### src/rtl/stall_arbiter_pkg.sv
// Shared widths, ID source-tag field, channel encodings and helpers for the stall arbiter.
`ifndef ADDRESS_WIDTH
`define ADDRESS_WIDTH 32
`endif
`ifndef ID_WIDTH
`define ID_WIDTH 8
`endif

package stall_arbiter_pkg;

    localparam int ADDRESS_W  = `ADDRESS_WIDTH;
    localparam int ID_W_DEF   = `ID_WIDTH;

    // Source tag lives in the top nibble of the ID.
    localparam int ID_SRC_MSB = ID_W_DEF - 1;
    localparam int ID_SRC_LSB = ID_W_DEF - 4;

    localparam logic SRC_CH1 = 1'b0;
    localparam logic SRC_CH2 = 1'b1;

    typedef enum logic {
        RR_CH1 = 1'b0,
        RR_CH2 = 1'b1
    } rr_e;

    function automatic logic [7:0] sat_add8(input logic [7:0] a, input logic [2:0] b);
        logic [8:0] s;
        s = {1'b0, a} + {6'd0, b};
        return s[8] ? 8'hFF : s[7:0];
    endfunction

endpackage

### src/rtl/stall_fifo.sv
// Per-channel circular FIFO with live bits; flush ID comparators exist only
// when STALL_ARB_FLUSH_EN is defined.
module stall_fifo
    import stall_arbiter_pkg::*;
#(
    parameter int DEPTH  = 4,
    parameter int ADDR_W = ADDRESS_W,
    parameter int ID_W   = ID_W_DEF
) (
    input  logic              clk,
    input  logic              reset,
    input  logic              push_i,
    input  logic [ADDR_W-1:0] addr_i,
    input  logic [ID_W-1:0]   id_i,
    input  logic              pop_i,
    input  logic              flush_i,
    input  logic [ID_W-1:0]   flush_id_i,
    output logic              full_o,
    output logic              head_live_o,
    output logic [ADDR_W-1:0] head_addr_o,
    output logic [ID_W-1:0]   head_id_o,
    output logic              dead_pop_o,
    output logic              drop_in_o
);

    localparam int PTR_W = $clog2(DEPTH);
    localparam int CNT_W = PTR_W + 1;

    logic [DEPTH-1:0][ADDR_W-1:0] addr_q;
    logic [DEPTH-1:0][ID_W-1:0]   id_q;
    logic [DEPTH-1:0]             live_q, live_d;
    logic [DEPTH-1:0]             match;
    logic [PTR_W-1:0]             rd_ptr_q, wr_ptr_q;
    logic [CNT_W-1:0]             count_q, count_d;
    logic                         match_in, empty, store, pop;

`ifdef STALL_ARB_FLUSH_EN
    always_comb begin
        for (int i = 0; i < DEPTH; i++)
            match[i] = flush_i && (id_q[i] == flush_id_i);
    end
    assign match_in = flush_i && (id_i == flush_id_i);
`else
    logic unused_flush;
    assign unused_flush = flush_i ^ (^flush_id_i);
    assign match        = '0;
    assign match_in     = 1'b0;
`endif

    assign empty       = (count_q == '0);
    assign full_o      = (count_q == CNT_W'(DEPTH));
    // Dead heads drain on their own, one per cycle, never reaching the arbiter.
    assign dead_pop_o  = !empty && !live_q[rd_ptr_q];
    assign pop         = pop_i || dead_pop_o;
    assign store       = push_i && !match_in;
    assign drop_in_o   = push_i && match_in;
    assign head_live_o = !empty && live_q[rd_ptr_q] && !match[rd_ptr_q];
    assign head_addr_o = addr_q[rd_ptr_q];
    assign head_id_o   = id_q[rd_ptr_q];
    assign count_d     = count_q + CNT_W'(store) - CNT_W'(pop);

    always_comb begin
        live_d = live_q & ~match;
        if (store)
            live_d[wr_ptr_q] = 1'b1;
    end

    always_ff @(posedge clk) begin
        if (reset) begin
            rd_ptr_q <= '0;
            wr_ptr_q <= '0;
            count_q  <= '0;
            live_q   <= '0;
        end else begin
            rd_ptr_q <= rd_ptr_q + PTR_W'(pop);
            wr_ptr_q <= wr_ptr_q + PTR_W'(store);
            count_q  <= count_d;
            live_q   <= live_d;
        end
    end

    always_ff @(posedge clk) begin
        if (store) begin
            addr_q[wr_ptr_q] <= addr_i;
            id_q[wr_ptr_q]   <= id_i;
        end
    end

endmodule

### src/rtl/stall_arbiter.sv
// Two stall-backpressured channel FIFOs merged round-robin onto one registered
// valid/ready output. ID-based flush is compiled in with STALL_ARB_FLUSH_EN.
module stall_arbiter
    import stall_arbiter_pkg::*;
#(
    parameter int DEPTH  = 4,
    parameter int ADDR_W = ADDRESS_W,
    parameter int ID_W   = ID_W_DEF
) (
    input  logic              clk,
    input  logic              reset,
    input  logic [ADDR_W-1:0] in_address_1,
    input  logic [ID_W-1:0]   in_id_1,
    input  logic              in_valid_1,
    output logic              out_stall_1,
    input  logic              flush_1,
    input  logic [ID_W-1:0]   flush_id_1,
    input  logic [ADDR_W-1:0] in_address_2,
    input  logic [ID_W-1:0]   in_id_2,
    input  logic              in_valid_2,
    output logic              out_stall_2,
    input  logic              flush_2,
    input  logic [ID_W-1:0]   flush_id_2,
    output logic [ADDR_W-1:0] out_address,
    output logic [ID_W-1:0]   out_id,
    output logic              out_valid,
    output logic              out_src,
    input  logic              out_ready,
    output logic [7:0]        drop_count
);

    logic              full_1, full_2, acc_1, acc_2;
    logic              live_1, live_2, dead_1, dead_2, dropin_1, dropin_2;
    logic [ADDR_W-1:0] haddr_1, haddr_2;
    logic [ID_W-1:0]   hid_1, hid_2;
    logic              load, gnt_1, gnt_2;
    rr_e               rr_q, rr_d;
    logic              out_valid_q, out_valid_d, out_src_q, out_src_d;
    logic [ADDR_W-1:0] out_addr_q, out_addr_d;
    logic [ID_W-1:0]   out_id_q, out_id_d;

    assign acc_1 = in_valid_1 && !full_1;
    assign acc_2 = in_valid_2 && !full_2;

    stall_fifo #(.DEPTH(DEPTH), .ADDR_W(ADDR_W), .ID_W(ID_W)) u_fifo_1 (
        .clk(clk), .reset(reset),
        .push_i(acc_1), .addr_i(in_address_1), .id_i(in_id_1),
        .pop_i(gnt_1), .flush_i(flush_1), .flush_id_i(flush_id_1),
        .full_o(full_1), .head_live_o(live_1), .head_addr_o(haddr_1),
        .head_id_o(hid_1), .dead_pop_o(dead_1), .drop_in_o(dropin_1)
    );

    stall_fifo #(.DEPTH(DEPTH), .ADDR_W(ADDR_W), .ID_W(ID_W)) u_fifo_2 (
        .clk(clk), .reset(reset),
        .push_i(acc_2), .addr_i(in_address_2), .id_i(in_id_2),
        .pop_i(gnt_2), .flush_i(flush_2), .flush_id_i(flush_id_2),
        .full_o(full_2), .head_live_o(live_2), .head_addr_o(haddr_2),
        .head_id_o(hid_2), .dead_pop_o(dead_2), .drop_in_o(dropin_2)
    );

    assign load = !out_valid_q || out_ready;

    always_comb begin
        gnt_1 = 1'b0;
        gnt_2 = 1'b0;
        if (load) begin
            if (live_1 && live_2) begin
                gnt_1 = (rr_q == RR_CH1);
                gnt_2 = (rr_q == RR_CH2);
            end else begin
                gnt_1 = live_1;
                gnt_2 = live_2;
            end
        end
    end

    always_comb begin
        rr_d        = rr_q;
        out_valid_d = out_valid_q;
        out_src_d   = out_src_q;
        out_addr_d  = out_addr_q;
        out_id_d    = out_id_q;
        if (load)
            out_valid_d = gnt_1 || gnt_2;
        if (gnt_1) begin
            rr_d       = RR_CH2;
            out_src_d  = SRC_CH1;
            out_addr_d = haddr_1;
            out_id_d   = hid_1;
        end else if (gnt_2) begin
            rr_d       = RR_CH1;
            out_src_d  = SRC_CH2;
            out_addr_d = haddr_2;
            out_id_d   = hid_2;
        end
    end

    always_ff @(posedge clk) begin
        if (reset) begin
            rr_q        <= RR_CH1;
            out_valid_q <= 1'b0;
            out_src_q   <= 1'b0;
            out_addr_q  <= '0;
            out_id_q    <= '0;
        end else begin
            rr_q        <= rr_d;
            out_valid_q <= out_valid_d;
            out_src_q   <= out_src_d;
            out_addr_q  <= out_addr_d;
            out_id_q    <= out_id_d;
        end
    end

`ifdef STALL_ARB_FLUSH_EN
    logic [7:0] drop_q, drop_d;
    // Up to two dead-head pops and two on-entry drops can land on one edge.
    assign drop_d = sat_add8(drop_q, 3'(dead_1) + 3'(dead_2) + 3'(dropin_1) + 3'(dropin_2));

    always_ff @(posedge clk) begin
        if (reset)
            drop_q <= '0;
        else
            drop_q <= drop_d;
    end
    assign drop_count = drop_q;
`else
    logic unused_drop;
    assign unused_drop = dead_1 ^ dead_2 ^ dropin_1 ^ dropin_2;
    assign drop_count  = 8'd0;
`endif

    assign out_stall_1 = full_1;
    assign out_stall_2 = full_2;
    assign out_valid   = out_valid_q;
    assign out_src     = out_src_q;
    assign out_address = out_addr_q;
    assign out_id      = out_id_q;

endmodule

### config.mk
export PLATFORM = sky130hd
export DESIGN_NAME = stall_arbiter
export DESIGN_NICKNAME = d
export VERILOG_FILES = /design/src/rtl/stall_arbiter_pkg.sv /design/src/rtl/stall_fifo.sv /design/src/rtl/stall_arbiter.sv
export SDC_FILE = /design/constraint.sdc
export NUM_CORES = 1
export LEC_CHECK = 0
export CAP_MARGIN = 20
export CORE_ASPECT_RATIO = 1.1
export CORE_UTILIZATION = 40
export DETAILED_ROUTE_END_ITERATION = 10
export GPL_TIMING_DRIVEN = 0
export PLACE_DENSITY = 0.63
export SLEW_MARGIN = 20
export SYNTH_ARGS = -nofsm -noshare
export SYNTH_HDL_FRONTEND = slang
export SYNTH_HIERARCHICAL = 1
export SYNTH_SLANG_ARGS = --single-unit
### constraint.sdc
create_clock -name clk -period 9.1 [get_ports clk]
set_input_delay 1.365 -clock clk [delete_from_list [all_inputs] [get_ports clk]]
set_output_delay 1.365 -clock clk [all_outputs]
set_load 0.05 [all_outputs]
# Word-level counts from Yosys, hierarchy flattened
# Index checks and enable logic that the tools add are counted.
# classes
magnitude_cmp	6
n_bitwise	3
eq_ne	2
reduce_logical	28
n_addsub	8
n_mux	42
# op_table
operator	count
128-bit bitwise mux	2
32-bit 2-to-1 mux	6
32-bit binary-select mux with 2-bit select	2
32-bit demux with 2-bit select	2
32-bit bitwise mux	2
8-bit 2-to-1 mux	6
8-bit binary-select mux with 2-bit select	2
8-bit demux with 2-bit select	2
2-bit by 3-bit less-than comparator with 1-bit output, second input constant	4
1-bit 2-to-1 mux	12
1-bit logical AND	11
1-bit zero test	9
2-bit by 1-bit adder with 2-bit output	4
1-bit binary-select mux with 2-bit select	4
4-bit bitwise OR	2
3-bit by 1-bit adder with 3-bit output	2
3-bit equality test, second input constant	2
3-bit zero test	2
3-bit by 1-bit subtractor with 3-bit output	2
1-bit demux with 2-bit select	2
2-bit by 1-bit greater-or-equal comparator with 1-bit output, second input constant	2
1-bit logical OR	4
2-bit nonzero test	1
2-bit OR reduction	1
1-bit NOT	1
# totals
register_bits	385
elab_cells	118

# Longest topological paths before layout
# logic_depth
ltp_word	9
ltp_mapped	17
ltp_nobuf	15

# By module
# Netlist, hierarchy kept.
# modules_own_cells
mod	cells_per_inst	n_inst	area_per_inst_um2
stall_fifo	267	2	6352.3
stall_arbiter	277	1	2432.3

# Worst setup path before layout
# Ideal clock, no wire load.
# synth_path
path_type	input port to flip-flop
startpoint	input in_valid_1
endpoint	register u_fifo_1/addr_q[0] (netlist bit) (enable)
arrival_time_ps	4673
cell_stages	2
slack_ps	3930
setup_ps	498
cell_sequence	nor2b_1 -> nor3b_1
# synth_via
elab_chain_len	1
# synth_lines
element	line	text
from (decl)	stall_arbiter.sv:14	input logic in_valid_1,
1-bit logical AND	stall_arbiter.sv:42	assign acc_1 = in_valid_1 && !full_1;
to (signal, indexed assignment)	stall_fifo.sv:84	addr_q[wr_ptr_q] <= addr_i;
to (decl)	stall_fifo.sv:29	logic [DEPTH-1:0][ADDR_W-1:0] addr_q;
# Every way passes these cells.
# A chain may end at the register's enable or synchronous reset.

# Final worst setup path
# layout_path
startpoint	input out_ready
endpoint	register u_fifo_2.count_q[2]
# layout_via
elab_chain_len	4
# layout_lines
element	line	text
from (decl)	stall_arbiter.sv:28	input logic out_ready,
1-bit logical OR	stall_arbiter.sv:61	assign load = !out_valid_q || out_ready;
1-bit 2-to-1 mux	stall_arbiter.sv:66	if (load) begin
net gnt_2	stall_arbiter.sv:36	logic load, gnt_1, gnt_2;
1-bit logical OR	stall_fifo.sv:54	assign pop = pop_i || dead_pop_o;
3-bit by 1-bit subtractor with 3-bit output	stall_fifo.sv:60	assign count_d = count_q + CNT_W'(store) - CNT_W'(pop);
to (signal assigned)	stall_fifo.sv:77	count_q <= count_d;
to (decl)	stall_fifo.sv:34	logic [CNT_W-1:0] count_q, count_d;
# The timed path passes the listed nets, and every way through them passes these cells.

==> impl_results.md <==
* # IOs at approximately 160
* Gpl congestion at ~0.83
* Max Slew Vio Count at 0
* Pre-CTS worst setup slack at around 4.5 ns
* First-pass GRT wire length at ~50000 µm
* Die height at between 200 and 250 µm
* Clock Pin Slew Worst Setup and Hold Paths at approximately 0.06 ns
* CP startpoint kind: primary input
* Gr usage total at 0.173
* Final period util at 0.438
* Hold Violations, Final at 0
* Hold_buf cts at 0
* CORE AREA at approximately 0.037 mm²
* Port Buffers at around 130
* Critical path cell sequence: clkdlybuf4s50_1 -> nand2b_1 -> buf_2 -> buf_2 -> nand3_1 -> inv_1 -> nor3_1 -> nor3_1 -> ha_1 -> inv_1 -> ha_1 -> fa_1 -> xnor2_1 -> xnor2_1 -> nor2_1
* Final worst slack at between 5 and 6 ns
* Die area at 0.0386 mm²
* Setup bufs post-CTS at 0
* Worst setup EP type: flop
* Die width at between 150 and 200 µm
* Relative slew slack at 0.549
* Area taken by multi-input logic gates at between 0.003 and 0.004 mm²
* Setup TNS at 0 ns
* Setup-failing EPs final at 0
* Worst EP arrival at about 4.4 ns
* Later-pin clock latency in the skew report at 0.52 ns
* DR vias/cell at 5.23
* Routed Antenna Nets at 0
* Overflow after GRT at 0
* RSZ-0062 raised after global routing: false
* Synthesized cell area at ~0.015 mm²
* Largest stage delay, worst path at around 0.52 ns
* H-Tree Depth at 2
* FF/Latch Area at between 0.01 and 0.015 mm²
* P&R area growth vs syn at 22.7%
* Post_cts resized at 0
* CP max stage cell: clkdlybuf4s50_1
* Status: complete, no violations
* Leakage at 5.96 nW
* Worst vdd ir at around 0.15 mV
* # clock sinks at between 300 and 400
* TritonCTS buffer count at about 40
* Initial cell density of the core at 0.407
* Worst-path maximum fanout at 10
* Root buf cell: clkbuf_16
* TritonCTS clock tree: built
* Leading cell types in the layout, fill and taps excluded: 320 x edfxtp_1, 128 x clkdlybuf4s50_1, 76 x mux4_2, 73 x nor4_1, 65 x dfxtp_1
* Largest delay share family, worst path: buffers and inverters
* Post-Route Utilization at 0.499
* Skew final at roughly 0.014 ns
* Post-DP HPWL at approximately 24000 µm
* CP Buf/Inv Count at 5
* Most common cell after layout, fill and taps aside: edfxtp_1
* Syn Area/Cell at between 15 and 20 µm²
* Drt wl/cell at approximately 21 µm
* Via count at about 8000
* Crit path kind: primary input to flop
* Post-route minimum period at ~4 ns
* Tightest Hold Check Type: flop to flop
* Row count at 74
* Yosys warning count at 6
* Req. time, crit path at 9.48 ns
* Clk buf depth at 3
* Pin count of the biggest net entering global routing at 42
* Worst-Margin Slew at slightly below 0.7 ns
* Number of DRC markers in iteration 0 at between 700 and 800
* Placed Cells at 1450
* Initial antenna violation count at 2
* Vias in the first global route at between 8000 and 9000
* Max_cap viols at 0
* Final nets at 1112
* Final WL at 32700 µm
* # DRC at 0
* Pwr per Cell Area at around 320 mW/mm²
* Filler cell count at 3062
* Mapped Cells at slightly above 800
* Pre-antenna DRT Iters at 4
* Share of layout cells above drive strength 1 at 0.223
* Max Freq at 251 MHz
* Post-Layout Cell Count at ~1500
area by class of cell:
type,count,area share
plain buffers,76,0.0286
multi-input cells,340,0.198
flip-flops and latches,385,0.588
repair buffers,144,0.0806
clock inverters,16,0.00837
well taps,494,0.0333
inverters,11,0.00223
diodes,2,0.000270
clock buffers,57,0.0597
flip-flops by register name, indices dropped and copies added, names as in the netlist:
name / flops
u_fifo_1/addr_q: 128
u_fifo_1/rd_ptr_q: 2
rr_q: 1
u_fifo_2/addr_q: 128
u_fifo_2/count_q: 3
u_fifo_2/id_q: 32
u_fifo_2/rd_ptr_q: 2
u_fifo_1/live_q: 4
u_fifo_2/wr_ptr_q: 2
u_fifo_1/wr_ptr_q: 2
out_address: 32
u_fifo_2/live_q: 4
out_valid: 1
u_fifo_1/id_q: 32
out_src: 1
out_id: 8
u_fifo_1/count_q: 3
worst min-delay path: stages (launching register included):
cell	delay [ns]
dfxtp_1	0.32
nor2_1	0.05
nor2_1	0.06
metrics by stage:
step	instance area [µm²]	hold slack, ns	power [W]
2_1_floorplan	15100	0.440	0.00373
3_3_place_gp	17000	0.448	0.00437
3_5_place_dp	17300	0.461	0.00442
4_1_cts	18500	0.473	0.00599
5_1_grt	18500	0.495	0.00620
6_report	18500	0.468	0.00593
report_power, final:
group / switching, W / internal [W]
Combinational: 0.00117 / 0.000844
Sequential: 0.000148 / 0.00220
Clock: 0.000630 / 0.000932
Total: 0.00195 / 0.00398
metal layers:
| layer | global-route usage | wire [µm] | up-vias |
|---|---|---|---|
| met3 | 0.0310 | 1740 | 58 |
| met1 | 0.227 | 13900 | 4028 |
| met2 | 0.292 | 16200 | 196 |
| met5 | 0 | 0 | - |
| met4 | 0.0588 | 911 | 0 |
| li1 | - | - | 3694 |
worst paths after layout:
check	slack [ns]	depth (start not counted)	startpoint	to
setup / recovery	5.11	15	out_ready	u_fifo_2/count_q[2]
hold / removal	0.47	2	u_fifo_1/live_q[2]	u_fifo_1/live_q[2]
setup reg to reg	5.41	17	u_fifo_2/rd_ptr_q[0]	u_fifo_1/count_q[2]
hold reg to reg	0.47	2	u_fifo_1/live_q[2]	u_fifo_1/live_q[2]
(Power assumes the default switching activity.)
